`src/rtl/dmem_lsu.sv`:
```
// Load/store unit between the core's execute stage and a variable-latency data memory.
// Aligns sub-word accesses, generates byte strobes, extends loads and stalls the core until completion.
module dmem_lsu #(
    parameter int ADDR_W         = 32,
    parameter int TIMEOUT_CYCLES = 255,
    parameter int TO_W           = 8
) (
    input  logic              clk,
    input  logic              rst,
    input  logic              global_en,
    input  logic              lsu_req,
    input  logic              lsu_we,
    input  logic [2:0]        lsu_funct3,
    input  logic [ADDR_W-1:0] lsu_addr,
    input  logic [31:0]       lsu_wdata,
    output logic              lsu_stall,
    output logic              lsu_done,
    output logic [31:0]       lsu_rdata,
    output logic              lsu_err,
    output logic              mem_req_valid,
    input  logic              mem_req_ready,
    output logic              mem_we,
    output logic [ADDR_W-1:0] mem_addr,
    output logic [3:0]        mem_wstrb,
    output logic [31:0]       mem_wdata,
    input  logic              mem_resp_valid,
    input  logic [31:0]       mem_rdata
);

    typedef enum logic [1:0] {
        S_IDLE = 2'd0,
        S_REQ  = 2'd1,
        S_WAIT = 2'd2,
        S_DONE = 2'd3
    } state_t;

    state_t            r_state;
    state_t            w_next;
    logic              r_we;
    logic [2:0]        r_funct3;
    logic [ADDR_W-1:0] r_addr;
    logic [31:0]       r_wdata;
    logic [31:0]       r_rdata;
    logic              r_to_err;
    logic [TO_W-1:0]   r_cnt;
    logic              w_bad;
    logic              w_to_hit;

    // Illegal funct3, stores with unsigned-load encodings, or misaligned halfword/word.
    function automatic logic is_bad(input logic we, input logic [2:0] f3, input logic [1:0] off);
        case (f3)
            3'd0:    is_bad = 1'b0;
            3'd1:    is_bad = off[0];
            3'd2:    is_bad = (off != 2'b00);
            3'd4:    is_bad = we;
            3'd5:    is_bad = we | off[0];
            default: is_bad = 1'b1;
        endcase
    endfunction

    function automatic logic [3:0] lane_strb(input logic we, input logic [2:0] f3, input logic [1:0] off);
        if (!we) begin
            lane_strb = 4'b0000;
        end else begin
            case (f3[1:0])
                2'd0:    lane_strb = 4'b0001 << off;
                2'd1:    lane_strb = 4'b0011 << off;
                default: lane_strb = 4'b1111;
            endcase
        end
    endfunction

    function automatic logic [31:0] lane_data(input logic [2:0] f3, input logic [31:0] wd);
        case (f3[1:0])
            2'd0:    lane_data = {4{wd[7:0]}};
            2'd1:    lane_data = {2{wd[15:0]}};
            default: lane_data = wd;
        endcase
    endfunction

    function automatic logic [31:0] load_ext(input logic [2:0] f3, input logic [1:0] off, input logic [31:0] rd);
        logic [31:0] sh;
        sh = rd >> {off, 3'b000};
        case (f3)
            3'd0:    load_ext = {{24{sh[7]}}, sh[7:0]};
            3'd1:    load_ext = {{16{sh[15]}}, sh[15:0]};
            3'd4:    load_ext = {24'd0, sh[7:0]};
            3'd5:    load_ext = {16'd0, sh[15:0]};
            default: load_ext = sh;
        endcase
    endfunction

    assign w_bad    = is_bad(lsu_we, lsu_funct3, lsu_addr[1:0]);
    assign w_to_hit = (r_cnt == TO_W'(TIMEOUT_CYCLES - 1));

    always_comb begin
        w_next = r_state;
        case (r_state)
            S_IDLE:  if (global_en && lsu_req && !w_bad) w_next = S_REQ;
            S_REQ:   if (mem_req_ready) w_next = S_WAIT;
            S_WAIT:  if (mem_resp_valid || w_to_hit) w_next = S_DONE;
            S_DONE:  w_next = S_IDLE;
            default: w_next = S_IDLE;
        endcase
    end

    always_ff @(posedge clk or negedge rst) begin
        if (!rst) begin
            r_state  <= S_IDLE;
            r_we     <= 1'b0;
            r_funct3 <= 3'd0;
            r_addr   <= '0;
            r_wdata  <= 32'd0;
            r_rdata  <= 32'd0;
            r_to_err <= 1'b0;
            r_cnt    <= '0;
        end else begin
            r_state <= w_next;
            case (r_state)
                S_IDLE: begin
                    if (w_next == S_REQ) begin
                        r_we     <= lsu_we;
                        r_funct3 <= lsu_funct3;
                        r_addr   <= lsu_addr;
                        r_wdata  <= lsu_wdata;
                        r_rdata  <= 32'd0;
                        r_to_err <= 1'b0;
                    end
                end
                S_REQ: r_cnt <= '0;
                S_WAIT: begin
                    r_cnt <= r_cnt + 1'b1;
                    // A response arriving on the timeout cycle still counts as a normal completion.
                    if (mem_resp_valid) begin
                        r_rdata  <= r_we ? 32'd0 : load_ext(r_funct3, r_addr[1:0], mem_rdata);
                        r_to_err <= 1'b0;
                    end else if (w_to_hit) begin
                        r_rdata  <= 32'd0;
                        r_to_err <= 1'b1;
                    end
                end
                default: ;
            endcase
        end
    end

    // Outputs are forced low while reset is held so the memory request drops at once.
    always_comb begin
        lsu_stall     = 1'b0;
        lsu_done      = 1'b0;
        lsu_rdata     = 32'd0;
        lsu_err       = 1'b0;
        mem_req_valid = 1'b0;
        mem_we        = 1'b0;
        mem_addr      = '0;
        mem_wstrb     = 4'b0000;
        mem_wdata     = 32'd0;
        if (rst) begin
            lsu_stall = lsu_req && !w_bad && (r_state != S_DONE);
            case (r_state)
                S_IDLE: lsu_err = lsu_req && w_bad;
                S_REQ: begin
                    mem_req_valid = 1'b1;
                    mem_we        = r_we;
                    mem_addr      = {r_addr[ADDR_W-1:2], 2'b00};
                    mem_wstrb     = lane_strb(r_we, r_funct3, r_addr[1:0]);
                    mem_wdata     = r_we ? lane_data(r_funct3, r_wdata) : 32'd0;
                end
                S_DONE: begin
                    lsu_done  = 1'b1;
                    lsu_rdata = r_rdata;
                    lsu_err   = r_to_err;
                end
                default: ;
            endcase
        end
    end

endmodule

```
`config.mk`:
```
export PLATFORM = sky130hd
export DESIGN_NAME = dmem_lsu
export DESIGN_NICKNAME = d
export VERILOG_FILES = /design/src/rtl/dmem_lsu.sv
export SDC_FILE = /design/constraint.sdc
export NUM_CORES = 1
export LEC_CHECK = 0
export BUFFER_PORTS_ARGS = -buffer_cell sky130_fd_sc_hd__buf_4
export CAP_MARGIN = 30
export CORE_MARGIN = 3
export CORE_UTILIZATION = 50
export CTS_CLUSTER_SIZE = 10
export DETAILED_ROUTE_END_ITERATION = 6
export GPL_TIMING_DRIVEN = 0
export PLACE_DENSITY = 0.88
export RECOVER_POWER = 25
export SLEW_MARGIN = 15
export SYNTH_ARGS = -nofsm -noshare
export SYNTH_HDL_FRONTEND = slang
export SYNTH_SLANG_ARGS = --single-unit
```
`constraint.sdc`:
```
create_clock -name clk -period 7.5 [get_ports clk]
set_clock_uncertainty 0.2 [all_clocks]
set_input_delay 1.125 -clock clk [delete_from_list [all_inputs] [get_ports clk]]
set_output_delay 1.125 -clock clk [all_outputs]
set_load 0.01 [all_outputs]
```
==> flow_metrics.env <==
export IMPL_die_h_microns=118
export IMPL_clkLatencyLatePin_ns=0.35
export IMPL_clockRootBuffer="clkbuf_16"
export IMPL_min_to="r_cnt[6]"
export IMPL_crit_chain="clkbuf_1 > buf_16 > and2_1 > nand2_1 > clkbuf_1 > clkbuf_1 > a21oi_1 > buf_4"
export IMPL_r2r_end="r_rdata[24]"
export IMPL_start_kind="primary input"
export IMPL_numCtsBuffers=9
export IMPL_synth_edf_count=0
export IMPL_synth_area_sq_um=6320
export IMPL_ios=211
export IMPL_power_leakage_nw=4.30
export IMPL_crit_buf_inv=5
export IMPL_synth_seq_cells=111
export IMPL_synthFlopType="dfrtp_1"
export IMPL_hold_path_class="flop to flop"
export IMPL_required_ns=6.17
export IMPL_criticalPathCategory="primary input to output pin"
export IMPL_die_area_sq_um=14000
export IMPL_outcome="finished with violations"
export IMPL_vias_per_cell=5.47
export IMPL_worstPathArrival_ns=4.32
export IMPL_cts_clk_slew_worst_paths_ns=0.07
export IMPL_insertedDiodeCount=0
export IMPL_layout_min_cycle_time_ns=5.65
export IMPL_stdcell_area_sq_um=8390
export IMPL_fin_nets=939
export IMPL_initial_core_util_pct=51.9
export IMPL_drt_iter0_drc=358
export IMPL_end_kind="output pin"
export IMPL_seq_area_frac_synth_pct=44.0
export IMPL_maxCapViolCount=1
export IMPL_drtAntennaViolNets=0
export IMPL_grt_pass1_wl_mm=28.8
export IMPL_grt_antenna_before_repair=0
export IMPL_r2r_cells=9
export IMPL_clock_sinks=111
export IMPL_avgSynthCellArea_sq_um=10.5
export IMPL_synthesis_instances=604
export IMPL_violations="capacitance limit, slew limit"
export IMPL_postCtsResizedCells=0
export IMPL_hold_violations=0
export IMPL_final_common_cell="buf_4"
export IMPL_grt_max_degree=80
export IMPL_die_x_microns=118
export IMPL_max_vdd_ir_drop_v=0.000232
export IMPL_core_sq_um=12200
export IMPL_critPathMaxFanout=79
export IMPL_synth_warnings=0
export IMPL_fin_crit_sh_pct=75.3
export IMPL_async_flop_share_pct=100
export IMPL_path_delay_family="buffers and inverters"
export IMPL_wl_mm=18.2
export IMPL_area_delta_synth_final_pct=32.9
export IMPL_grt_pass1_vias=5616
export IMPL_cp_common_cell="clkbuf_1"
export IMPL_drtPass1Iterations=5
export IMPL_worstMarginPinSlew_ns=2.17
export IMPL_cts_tree="done"
export IMPL_gp_congestion=0.910
export IMPL_hold_buffers=0
export IMPL_drc=0
export IMPL_setup_viol=0
export IMPL_synth_cell_types=49
export IMPL_power_density_nw_per_um2=353
export IMPL_grt_remaining_overflow=0
export IMPL_routed_via_count=5461
export IMPL_reg2reg_slack_ns=4.59
export IMPL_drive_gt1_share_pct=41.2
export IMPL_relSlewSlack_pct=-44.4
export IMPL_fmax_ghz=0.177
export IMPL_io_buffers=208
export IMPL_fin_tns_setup_ns=0
export IMPL_dp_hpwl_mm=13.8
export IMPL_crit_path_top_delay_cell="clkbuf_1"
export IMPL_fp_row_count=40
export IMPL_holdPathStages=1
export IMPL_dpl_instance_area_sq_um=8130
export IMPL_cts_htree_levels=3
export IMPL_slowest_delay_ns=1.51
export IMPL_nFillCells=930
export IMPL_cts_path_max_buffers=2
export IMPL_slew_violations=36
export IMPL_rsz0062_at_grt="no"
export IMPL_grt_usage_pct=25.8
export IMPL_final_cell_mix="213 x buf_4, 111 x dfrtp_1, 73 x mux2_2, 63 x and3_1, 47 x mux2i_1"
export IMPL_min_delay_start="r_cnt[6]"
export IMPL_r2r_start="r_state[0]"
export IMPL_wl_per_cell_microns=18.3
export IMPL_post_cts_buffers=0
metal layers:
layer / up-vias / global-route usage, % / routed length [microns]
met4: 0 / 9.05 / 389
met2: 231 / 41.9 / 8690
met3: 30 / 9.81 / 1770
met1: 2635 / 31.6 / 7400
li1: 2565 / - / -
met5: - / 0 / 0
worst register-to-register path, cell delays in order, from the launching register on:
cell	delay [ns]
dfrtp_1	0.44
inv_1	0.13
ha_1	0.19
buf_4	0.17
nand3b_1	0.32
or3_1	0.44
a211oi_2	0.45
buf_4	0.27
a21oi_1	0.06
mux2i_1	0.15
metrics by stage:
step / util (%) / hold WS, ns / total power, mW / setup slack (ns) / instances
2_1_floorplan: - / 0.254 / 2.09 / 4.10 / 605
3_3_place_gp: 66.5 / 0.279 / 2.44 / 2.38 / 981
3_5_place_dp: 66.8 / 0.285 / 2.49 / 3.06 / 983
4_1_cts: 69.1 / 0.294 / 2.95 / 3.04 / 998
5_1_grt: 69.0 / 0.316 / 3.15 / 1.48 / 998
6_report: 69.0 / 0.286 / 2.96 / 1.85 / 998
worst max-delay path by stage:
stage,start,end,slack [ns],depth (start not counted)
floorplan,rst,mem_wdata[16],4.10,5
global placement,rst,lsu_stall,2.38,5
detailed placement,rst,mem_wdata[18],3.06,8
CTS,rst,mem_wdata[18],3.04,8
global route,rst,mem_wstrb[2],1.48,8
finish,rst,mem_wdata[15],1.85,8
sequential cells by signal, indices dropped and copies added (netlist names):
signal	flops
r_funct3	3
r_addr	32
r_we	1
r_rdata	32
r_cnt	8
r_to_err	1
r_wdata	32
r_state	2
cells in the mapped netlist (all sizes together), types with 6 or more instances:
cell type,instances,area share (%)
a211oi,10,1.3
a21oi,44,3.5
and2,10,0.99
and3,63,6.2
buf,23,2.4
clkbuf,26,1.5
dfrtp,111,44
ha,7,1.4
inv,26,1.5
mux2,93,18
mux2i,47,7.4
nand2,38,2.3
nor2,43,2.6
o21ai,11,0.87
o2bb2ai,6,0.83
where the power goes:
group          switching [mW]  internal (mW)
clock network           0.221          0.233
logic                   0.731          0.746
registers               0.169          0.859
total                    1.12           1.84
area by class of cell:
| type | count | area, sq um | area share, % |
|---|---|---|---|
| multi-input combinational | 418 | 3200 | 38.1 |
| sequential | 111 | 2780 | 33.1 |
| timing repair buffer | 210 | 1590 | 18.9 |
| buffer | 49 | 246 | 2.94 |
| clock buffer | 10 | 239 | 2.85 |
| tap | 168 | 210 | 2.50 |
| inverter | 27 | 101 | 1.21 |
| clock inverter | 5 | 33.8 | 0.402 |
cell families after synthesis:
family,count (synthesis),synth area share (%)
compound gates,85,8.36
xor+xnor,1,0.139
fa+ha+maj,7,1.39
buf+inv,76,5.51
flops,111,44.0
mux,141,25.6
other cells,1,0.0594
simple gates,182,15.0
Power figures use the tool's default switching activity.
